==> src/rtl/wb_uart_tx_pkg.sv <==
// Shared definitions for the Wishbone UART peripheral.
//   eUartState     : TX/RX serialiser states
//   ADR_DATA/STATUS: one-bit register select values on wb_adr
//   ST_*           : bit positions inside the STATUS register
package pUart;

    typedef enum logic [1:0] {
        IDLE  = 2'd0,
        START = 2'd1,
        DATA  = 2'd2,
        STOP  = 2'd3
    } eUartState;

    localparam logic ADR_DATA   = 1'b0;
    localparam logic ADR_STATUS = 1'b1;

    localparam int ST_FULL  = 0;
    localparam int ST_EMPTY = 1;
    localparam int ST_BUSY  = 2;
    localparam int ST_OVF   = 3;
    localparam int ST_RXV   = 4;

endpackage

==> src/rtl/wb_uart_tx_fifo.sv <==
// mFifo: small synchronous FIFO with show-ahead read data.
//   clk, rst_n        : clock, asynchronous active-low reset
//   push, push_data   : write request and data (ignored when full unless popping)
//   pop, pop_data     : read request; pop_data always shows the head entry
//   full, empty       : status from the extra-MSB pointer compare
module mFifo #(
    parameter int nWidth = 8,
    parameter int nDepth = 4
) (
    input  logic              clk,
    input  logic              rst_n,
    input  logic              push,
    input  logic [nWidth-1:0] push_data,
    input  logic              pop,
    output logic [nWidth-1:0] pop_data,
    output logic              full,
    output logic              empty
);

    localparam int AW = $clog2(nDepth);
    localparam logic [AW:0] PTR_ONE = {{AW{1'b0}}, 1'b1};

    logic [AW:0]       wr_ptr_reg;
    logic [AW:0]       rd_ptr_reg;
    logic [nWidth-1:0] mem_reg [nDepth];
    logic              do_push;
    logic              do_pop;

    assign empty = (wr_ptr_reg == rd_ptr_reg);
    assign full  = (wr_ptr_reg[AW] != rd_ptr_reg[AW]) &&
                   (wr_ptr_reg[AW-1:0] == rd_ptr_reg[AW-1:0]);

    // A pop in the same cycle frees the slot, so a push into a full FIFO is
    // accepted when it coincides with a pop.
    assign do_pop  = pop && !empty;
    assign do_push = push && (!full || do_pop);

    always_ff @(posedge clk or negedge rst_n) begin
        if (!rst_n) begin
            wr_ptr_reg <= '0;
            rd_ptr_reg <= '0;
        end else begin
            if (do_push) wr_ptr_reg <= wr_ptr_reg + PTR_ONE;
            if (do_pop)  rd_ptr_reg <= rd_ptr_reg + PTR_ONE;
        end
    end

    always_ff @(posedge clk) begin
        if (do_push) mem_reg[wr_ptr_reg[AW-1:0]] <= push_data;
    end

    assign pop_data = mem_reg[rd_ptr_reg[AW-1:0]];

endmodule

==> src/rtl/wb_uart_tx.sv <==
// wb_uart_tx: Wishbone slave that queues bytes in a FIFO and sends them 8N1,
// LSB first, on uart_tx.
//   clk, rst_n            : clock, asynchronous active-low reset
//   wb_stb, wb_we, wb_adr : bus request (adr 0 = DATA, 1 = STATUS)
//   wb_dat_i / wb_dat_o   : write / read data (read data valid with wb_ack)
//   wb_ack                : registered single-cycle acknowledge
//   uart_tx               : serial output, idle high
//   uart_rx               : serial input, used only when UART_RX_EN is defined
// Optional feature macro: UART_RX_EN (adds an 8N1 receiver with a 1-byte holding register).
module wb_uart_tx
    import pUart::*;
#(
    parameter int nTicksPerBaud = 4,
    parameter int nDepth        = 4
) (
    input  logic       clk,
    input  logic       rst_n,
    input  logic       wb_stb,
    input  logic       wb_we,
    input  logic       wb_adr,
    input  logic [7:0] wb_dat_i,
    output logic [7:0] wb_dat_o,
    output logic       wb_ack,
    output logic       uart_tx,
    input  logic       uart_rx
);

    localparam int BW = $clog2(nTicksPerBaud);
    localparam logic [BW-1:0] BAUD_LAST = BW'(nTicksPerBaud - 1);
    localparam logic [BW-1:0] BAUD_ONE  = {{(BW-1){1'b0}}, 1'b1};

    // ---------------- bus side ----------------
    logic       wb_ack_reg;
    logic [7:0] wb_dat_o_reg, wb_dat_o_next;
    logic       overflow_reg, overflow_next;
    logic       access, wr_data, rd_status, rd_data_acc;
    logic [7:0] status_vec;
    logic       rx_valid;
    logic [7:0] rx_byte;

    // An access is taken on the edge that raises ack; a held strobe therefore
    // produces one transfer every other cycle.
    assign access      = wb_stb && !wb_ack_reg;
    assign wr_data     = access &&  wb_we && (wb_adr == ADR_DATA);
    assign rd_status   = access && !wb_we && (wb_adr == ADR_STATUS);
    assign rd_data_acc = access && !wb_we && (wb_adr == ADR_DATA);

    // ---------------- FIFO ----------------
    logic       fifo_pop, fifo_full, fifo_empty;
    logic [7:0] fifo_dout;

    mFifo #(.nWidth(8), .nDepth(nDepth)) u_fifo (
        .clk       (clk),
        .rst_n     (rst_n),
        .push      (wr_data),
        .push_data (wb_dat_i),
        .pop       (fifo_pop),
        .pop_data  (fifo_dout),
        .full      (fifo_full),
        .empty     (fifo_empty)
    );

    // ---------------- TX FSM ----------------
    eUartState  state_reg, state_next;
    logic [BW-1:0] baud_reg, baud_next;
    logic [2:0] idx_reg, idx_next;
    logic [7:0] shift_reg, shift_next;
    logic       tx_reg, tx_next;
    logic       tick;

    assign tick = (baud_reg == '0);

    always_ff @(posedge clk or negedge rst_n) begin
        if (!rst_n) begin
            state_reg <= IDLE;
            baud_reg  <= '0;
            idx_reg   <= '0;
            shift_reg <= '0;
            tx_reg    <= 1'b1;
        end else begin
            state_reg <= state_next;
            baud_reg  <= baud_next;
            idx_reg   <= idx_next;
            shift_reg <= shift_next;
            tx_reg    <= tx_next;
        end
    end

    always_comb begin
        state_next = state_reg;
        baud_next  = baud_reg;
        idx_next   = idx_reg;
        shift_next = shift_reg;
        fifo_pop   = 1'b0;
        case (state_reg)
            IDLE: begin
                if (!fifo_empty) begin
                    fifo_pop   = 1'b1;
                    shift_next = fifo_dout;
                    baud_next  = BAUD_LAST;
                    state_next = START;
                end
            end
            START: begin
                if (tick) begin
                    baud_next  = BAUD_LAST;
                    idx_next   = 3'd0;
                    state_next = DATA;
                end else begin
                    baud_next = baud_reg - BAUD_ONE;
                end
            end
            DATA: begin
                if (tick) begin
                    baud_next  = BAUD_LAST;
                    shift_next = shift_reg >> 1;
                    idx_next   = idx_reg + 3'd1;
                    if (idx_reg == 3'd7) state_next = STOP;
                end else begin
                    baud_next = baud_reg - BAUD_ONE;
                end
            end
            STOP: begin
                if (tick) begin
                    // Back-to-back frames: reload straight into START.
                    if (!fifo_empty) begin
                        fifo_pop   = 1'b1;
                        shift_next = fifo_dout;
                        baud_next  = BAUD_LAST;
                        state_next = START;
                    end else begin
                        state_next = IDLE;
                    end
                end else begin
                    baud_next = baud_reg - BAUD_ONE;
                end
            end
            default: state_next = IDLE;
        endcase
    end

    // Line level is decoded from the next state so uart_tx leaves a flop.
    always_comb begin
        tx_next = 1'b1;
        case (state_next)
            START:   tx_next = 1'b0;
            DATA:    tx_next = shift_next[0];
            default: tx_next = 1'b1;
        endcase
    end

    assign uart_tx = tx_reg;

    // ---------------- optional receiver ----------------
`ifdef UART_RX_EN
    localparam logic [BW-1:0] BAUD_HALF = BW'(nTicksPerBaud / 2 - 1);

    logic [1:0]    rx_sync_reg;
    eUartState     rx_state_reg, rx_state_next;
    logic [BW-1:0] rx_baud_reg, rx_baud_next;
    logic [2:0]    rx_idx_reg, rx_idx_next;
    logic [7:0]    rx_shift_reg, rx_shift_next;
    logic [7:0]    rx_hold_reg, rx_hold_next;
    logic          rx_valid_reg, rx_valid_next;
    logic          rx_s, rx_tick;

    assign rx_s    = rx_sync_reg[1];
    assign rx_tick = (rx_baud_reg == '0);

    always_ff @(posedge clk or negedge rst_n) begin
        if (!rst_n) begin
            rx_sync_reg  <= 2'b11;
            rx_state_reg <= IDLE;
            rx_baud_reg  <= '0;
            rx_idx_reg   <= '0;
            rx_shift_reg <= '0;
            rx_hold_reg  <= '0;
            rx_valid_reg <= 1'b0;
        end else begin
            rx_sync_reg  <= {rx_sync_reg[0], uart_rx};
            rx_state_reg <= rx_state_next;
            rx_baud_reg  <= rx_baud_next;
            rx_idx_reg   <= rx_idx_next;
            rx_shift_reg <= rx_shift_next;
            rx_hold_reg  <= rx_hold_next;
            rx_valid_reg <= rx_valid_next;
        end
    end

    always_comb begin
        rx_state_next = rx_state_reg;
        rx_baud_next  = rx_baud_reg;
        rx_idx_next   = rx_idx_reg;
        rx_shift_next = rx_shift_reg;
        rx_hold_next  = rx_hold_reg;
        // A byte landing in the same cycle as a DATA read wins over the clear.
        rx_valid_next = rx_valid_reg && !rd_data_acc;
        case (rx_state_reg)
            IDLE: begin
                if (!rx_s) begin
                    rx_baud_next  = BAUD_HALF;
                    rx_state_next = START;
                end
            end
            START: begin
                if (rx_tick) begin
                    // Re-check the start bit at mid-bit to reject glitches.
                    if (!rx_s) begin
                        rx_baud_next  = BAUD_LAST;
                        rx_idx_next   = 3'd0;
                        rx_state_next = DATA;
                    end else begin
                        rx_state_next = IDLE;
                    end
                end else begin
                    rx_baud_next = rx_baud_reg - BAUD_ONE;
                end
            end
            DATA: begin
                if (rx_tick) begin
                    rx_baud_next  = BAUD_LAST;
                    rx_shift_next = {rx_s, rx_shift_reg[7:1]};
                    rx_idx_next   = rx_idx_reg + 3'd1;
                    if (rx_idx_reg == 3'd7) rx_state_next = STOP;
                end else begin
                    rx_baud_next = rx_baud_reg - BAUD_ONE;
                end
            end
            STOP: begin
                if (rx_tick) begin
                    if (rx_s) begin
                        rx_hold_next  = rx_shift_reg;
                        rx_valid_next = 1'b1;
                    end
                    rx_state_next = IDLE;
                end else begin
                    rx_baud_next = rx_baud_reg - BAUD_ONE;
                end
            end
            default: rx_state_next = IDLE;
        endcase
    end

    assign rx_valid = rx_valid_reg;
    assign rx_byte  = rx_hold_reg;
`else
    logic unused_rx;
    assign unused_rx = uart_rx;
    assign rx_valid  = 1'b0;
    assign rx_byte   = 8'h00;
`endif

    // ---------------- registers / read path ----------------
    always_comb begin
        status_vec           = 8'h00;
        status_vec[ST_FULL]  = fifo_full;
        status_vec[ST_EMPTY] = fifo_empty;
        status_vec[ST_BUSY]  = (state_reg != IDLE) || !fifo_empty;
        status_vec[ST_OVF]   = overflow_reg;
        status_vec[ST_RXV]   = rx_valid;
    end

    always_comb begin
        wb_dat_o_next = 8'h00;
        if (rd_status)        wb_dat_o_next = status_vec;
        else if (rd_data_acc) wb_dat_o_next = rx_byte;
    end

    // Set beats clear when a dropped write coincides with a STATUS read.
    always_comb begin
        overflow_next = overflow_reg;
        if (rd_status) overflow_next = 1'b0;
        if (wr_data && fifo_full && !fifo_pop) overflow_next = 1'b1;
    end

    always_ff @(posedge clk or negedge rst_n) begin
        if (!rst_n) begin
            wb_ack_reg   <= 1'b0;
            wb_dat_o_reg <= 8'h00;
            overflow_reg <= 1'b0;
        end else begin
            wb_ack_reg   <= access;
            wb_dat_o_reg <= wb_dat_o_next;
            overflow_reg <= overflow_next;
        end
    end

    assign wb_ack   = wb_ack_reg;
    assign wb_dat_o = wb_dat_o_reg;

endmodule

==> config.mk <==
export PLATFORM = sky130hd
export DESIGN_NAME = wb_uart_tx
export DESIGN_NICKNAME = d
export VERILOG_FILES = /design/src/rtl/wb_uart_tx_pkg.sv /design/src/rtl/wb_uart_tx_fifo.sv /design/src/rtl/wb_uart_tx.sv
export SDC_FILE = /design/constraint.sdc
export NUM_CORES = 1
export LEC_CHECK = 0
export BUFFER_PORTS_ARGS = -buffer_cell sky130_fd_sc_hd__buf_2
export CAP_MARGIN = 25
export CORE_MARGIN = 2
export CORE_UTILIZATION = 51
export CTS_CLUSTER_DIAMETER = 50
export DETAILED_ROUTE_END_ITERATION = 8
export GPL_ROUTABILITY_DRIVEN = 0
export HOLD_SLACK_MARGIN = 0.08
export PLACE_DENSITY = 0.72
export SLEW_MARGIN = 15
export SYNTH_ARGS = -nofsm -noshare
export SYNTH_HDL_FRONTEND = slang
export SYNTH_SLANG_ARGS = --single-unit
==> constraint.sdc <==
create_clock -name clk -period 2.1 [get_ports clk]
set_input_delay 0.42 -clock clk [delete_from_list [all_inputs] [get_ports clk]]
set_output_delay 0.42 -clock clk [all_outputs]
set_load 0.005 [all_outputs]
* After elaboration in Yosys (flattened, before gate mapping)
Memory sizes are Yosys's and may differ from the RTL's.
Index checks and enable logic that the tools add are counted.
** Word-level totals
- Register bits :: 28
- Latch bits :: 0
- RAM bits :: 32
- Memory bits (read-only) :: 0
- Output and inout port bits :: 10
- Word-level logic and storage cells :: 82
- Memories kept :: 1
** Operators by class
- $add $sub $neg :: 4
- Multipliers :: 0
- Div/mod/pow operators :: 0
- Order comparisons :: 0
- Equal/unequal tests :: 12
- Shift operators :: 0
- Mux-type cells :: 27
- Bitwise logic cells :: 1
- Reduce and logical (&&, ||, !) cells :: 26
** Memory list
- u_fifo.mem_reg :: words 4, bits a word 8, read ports 1, clocked after memory_dff 0, write ports 1, line wb_uart_tx_fifo.sv:25 : logic [nWidth-1:0] mem_reg [nDepth];
** Operators by type and width (count)
- 8-bit two-way mux :: 3
- 8-bit one-hot mux with 3 select lines :: 1
- 2-bit two-way mux :: 8
- 1-bit logical AND :: 10
- 3-bit by 1-bit adder with 3-bit output (second input constant) :: 3
- 2-bit one-hot mux with 4 select lines :: 1
- 1-bit two-way mux :: 7
- 2-bit == test (second input constant) :: 3
- 3-bit two-way mux :: 2
- 2-bit inequality test (second input constant) :: 3
- 2-bit one-hot mux with 3 select lines :: 1
- 3-bit one-hot mux with 2 select lines :: 1
- 3-bit AND reduction :: 2
- 2-bit nonzero test :: 3
- 1-bit zero test :: 5
- 2-bit by 1-bit == test with 1-bit output (second input constant) :: 2
- 2-bit zero test :: 2
- 4-bit two-way mux :: 1
- 1-bit one-hot mux with 2 select lines :: 2
- 3-bit == test :: 1
- 3-bit == test (second input constant) :: 1
- 3-bit nonzero test :: 1
- 2-bit == test :: 1
- 1-bit logical OR :: 2
- 4 further kinds :: 4

* Logic depth before layout (Yosys ltp)
- Depth in word-level cells :: 9
- Depth in mapped cells :: 9
- Gate-level depth less buffers :: 7

* Cells and area by module
From an unflattened synthesis, not the netlist that was laid out.
** Second synthesis, totals
- Cells, all modules :: 214
- Area, all modules :: 2902.8 µm²
** By module, submodules not included
- mFifo :: times used 1, cells each 89, area an instance 1610.3 µm²
- wb_uart_tx :: times used 1, cells each 125, area an instance 1292.5 µm²

* Least setup slack after synthesis
Ideal clock, no wire load.
- Path type :: reg-to-reg
- Start point :: register state_reg[0]
- End point :: memory u_fifo.mem_reg[0][0], enable pin
- Arrival time :: 1.756 ns
- Path slack :: 0.067 ns
- Stages on the path, launching flop included :: 7
- Path through :: dfrtp_1 inv_1 ha_1 a21oi_1 nor2_1 o311a_1 and2_1
** Between the ends
- Longest elaborated chain between the ends :: 7
** RTL lines
- start: declaration :: line wb_uart_tx.sv:64 : eUartState state_reg, state_next;
- start signal: assignment :: line wb_uart_tx.sv:81 : state_reg <= state_next;
- 2-bit == test or 2-bit zero test (tied branches) :: line wb_uart_tx.sv:95 : case (state_reg)
- 1-bit one-hot mux with 2 select lines (*) :: line wb_uart_tx.sv:95
- 1-bit logical AND (*) :: line wb_uart_tx_fifo.sv:35 : assign do_pop = pop && !empty;
- 1-bit logical OR (*) :: line wb_uart_tx_fifo.sv:36 : assign do_push = push && (!full || do_pop);
- 1-bit logical AND (*) :: line wb_uart_tx_fifo.sv:36
- 1-bit two-way mux (*) :: line wb_uart_tx_fifo.sv:49 : if (do_push) mem_reg[wr_ptr_reg[AW-1:0]] <= push_data;
- 1-bit two-way mux (implied by the code) (*) :: line wb_uart_tx_fifo.sv:49
- end: declaration :: line wb_uart_tx_fifo.sv:25
Mark *: on every way between the ends. The rest lies on a longest branch, timed or not.

* Final worst setup path
- Start point :: register state_reg[1]
- End point :: memory u_fifo.mem_reg[2][0], enable pin
Same word-level chain as after synthesis.

==> results.yml <==
die:
  die_x_um: 78.51
  die_h_um: 78.51
  fp-row-count: 27
  core-area_sq_um: 5439
  initial_core_util: 0.5206
  ios: 24
  dieArea_sq_um: 6164
sta:
  hold_viol_final: 0
  worstMarginPinSlew_ns: 0.6190
  clock_skew_ns: 0.008509
  rsz0062_at_grt: "no"
  finalSetupViolCount: 0
  timing.final.crit_period_ns: 1.964
  fin_crit_sh: 0.9354
  timing.final.max_slew_violations: 0
  max_slew_margin: 0.5873
  finalSetupTns_ns: 0
  fmax_ghz: 0.5091
routing:
  wl_met2_mm: 2.530
  drt_first_pass_iters: 4
  highest_layer: "met4"
  totalWireLength_mm: 4.939
  met3_length_um: 152
  drt-wirelength-per-cell_um: 14.97
  first_iter_violations: 137
  vias: 1800
  ant_nets: 0
  via_per_inst: 5.455
  wl_met1_mm: 2.150
  drc: 0
global_routing:
  grt_antenna_before_repair: 0
  grt_use_total: 0.1794
  gr-total-overflow: 0
  grt_start_max_net_pins: 29
  grt_pass1_wl_mm: 8.383
  grt_pass1_vias: 1856
synthesis:
  yosysSeqAreaShare: 0.5873
  synth_area_leader_cell: "edfxtp_1"
  synthCells: 216
  synth_flop_cell: "edfxtp_1"
  netlist_area_sq_um: 2831
  synth_edf_count: 32
  synth_most_common_cell: "edfxtp_1"
  synth_common_cells: "32 x edfxtp_1, 27 x dfrtp_1, 26 x nand2_1"
  synthArstFlopShare: 0.4667
  synth-seq-cells: 60
  yosysWarnings: 0
  synth_area_leaders: "edfxtp_1 34%, dfrtp_1 24%, mux4_1 6.5%"
  avgSynthCellArea_sq_um: 13.11
  synth.top_cell.area_share: 0.3394
  synth_cell_types: 45
setup_path:
  cp-start-kind: "flop"
  cp_max_fo: 8
  worst_r2r_path_depth: 7
  worstSetupPathType: "flop to flop"
  critPathArrivalTime_ns: 2.07
  critPathCaptureType: "flop"
  required_ns: 2.21
  reg2reg_setup_slack_ns: 0.14
clock_network:
  cts_tree: "done"
  insertion_delay_ns: 0.35
  numCtsBuffers: 9
  cts-root-buf: "clkbuf_8"
  clk_path_buf_depth: 2
  cts.clk_slew.worst_paths_ns: 0.08
  cts_sinks: 60
  htreeDepth: 3
  postCtsSetupBuffers: 0
placed_design:
  dp_hpwl_mm: 3.412
  numPortBuffers: 18
finish:
  largest_reg_flops: 32
  nFillCells: 425
  nNetsFinal: 280
  drive_gt1_frac: 0.2442
  n_antenna_cell: 0
  syn2layout_area_growth_pct: 19.35
pwr:
  irDropWorstVdd_mv: 0.9309
  pwr_density_cell_nw_per_um2: 1486
  total_power_mw: 5.022
  p_leak_nw: 1.394
run:
  max_cap_viol_count: 0
worst_hold_path:
  hp-class: "input pin to async pin"
run_status:
  status: "complete, no violations"
## report_power, final
group / leakage, nW / total [mW] / internal (mW) / switching (mW)
registers: 0.639 / 1.65 / 1.49 / 0.164
logic: 0.635 / 2.09 / 0.960 / 1.13
clock network: 0.120 / 1.28 / 0.795 / 0.483
total: 1.39 / 5.02 / 3.24 / 1.78
## layout by cell type, fill, tap and decap left out, types with 2 or more instances in the layout
cell	netlist	final
edfxtp_1	32	32
dfrtp_1	27	27
nand2_1	26	26
buf_2	3	18
o21ai_0	16	16
buf_4	5	14
ha_1	13	13
inv_1	11	11
a21oi_1	10	10
clkbuf_8	0	9
nor2_1	8	8
mux4_1	7	7
and2_1	5	5
nor2b_1	4	4
xnor2_1	5	4
a311oi_1	4	4
conb_1	1	4
nor3_1	3	3
nand3_1	3	3
a31oi_1	3	3
bufinv_16	0	3
buf_12	0	3
xor2_1	2	2
a22o_1	2	2
clkinv_4	0	2
## routing by layer
layer / vias to the layer above / GRT usage
met1: 896 / 0.2137
met2: 30 / 0.3000
met4: 0 / 0.07368
li1: 861 / -
met5: - / 0
met3: 13 / 0.05862
## critical path, stage by stage, from the launching register on
cell and delay [ns]:
dfrtp_1 0.40, inv_1 0.12, ha_1 0.21, a21oi_1 0.20
nor2_1 0.10, o311a_4 0.35, and2_1 0.20, buf_12 0.15
## per-stage QoR
step / setup WS, ns / utilization / std cells / hold slack (ns) / instance area, sq um
after global placement: 0.1412 / 0.5723 / 314 / 0.4267 / 3113
after floorplan: 0.06716 / - / 219 / 0.1244 / 2843
after detailed placement: 0.1079 / 0.5723 / 314 / 0.4417 / 3113
final: 0.1356 / 0.6213 / 330 / 0.08013 / 3379
after global routing: 0.04763 / 0.6213 / 330 / 0.1408 / 3379
after CTS: 0.07712 / 0.6179 / 330 / 0.1030 / 3361
## area by class of cell
cell class                 instances  area [sq um]  share of cell area
clock inverter                     7         123.9             0.03665
timing repair buffer              35         255.2             0.07553
tap                               72         90.09             0.02666
multi-input combinational        136          1082              0.3203
sequential                        60          1663              0.4920
inverter                          11         41.29             0.01222
clock buffer                       9         123.9             0.03665
## cell families (layout without fill, tap and decap cells)
family / Yosys count / after routing / share of synthesized area
xor gates and xnor gates: 7 / 7 / 0.02165
buffers and inverters: 23 / 62 / 0.04110
AOI/OAI and AO/OA: 46 / 46 / 0.1136
and+or+nand+nor: 55 / 55 / 0.09191
DFF: 60 / 60 / 0.5873
other: 1 / 4 / 0.001324
adders and majority gates: 13 / 13 / 0.05745
muxes: 11 / 11 / 0.08573
## what timing repair did
item / CTS / global route
resized for setup: 0 / 2
hold buffers: 0 / 0
endpoints found under the setup margin: 0 / 11
## final timing paths
| kind | start | endpoint |
|---|---|---|
| max | state_reg[1]$_DFF_PN0_ | u_fifo.mem_reg[2][0]$_DFFE_PP_ |
| min | rst_n | baud_reg[0]$_DFF_PN0_ |
| max reg2reg | state_reg[1]$_DFF_PN0_ | u_fifo.mem_reg[2][0]$_DFFE_PP_ |
| min reg2reg | wb_ack$_DFF_PN0_ | wb_ack$_DFF_PN0_ |
| max in group asynchronous | rst_n | u_fifo.rd_ptr_reg[0]$_DFFE_PN0P_ |
| min in group clk | wb_dat_i[0] | u_fifo.mem_reg[3][0]$_DFFE_PP_ |
Power figures use the tool's default switching activity.
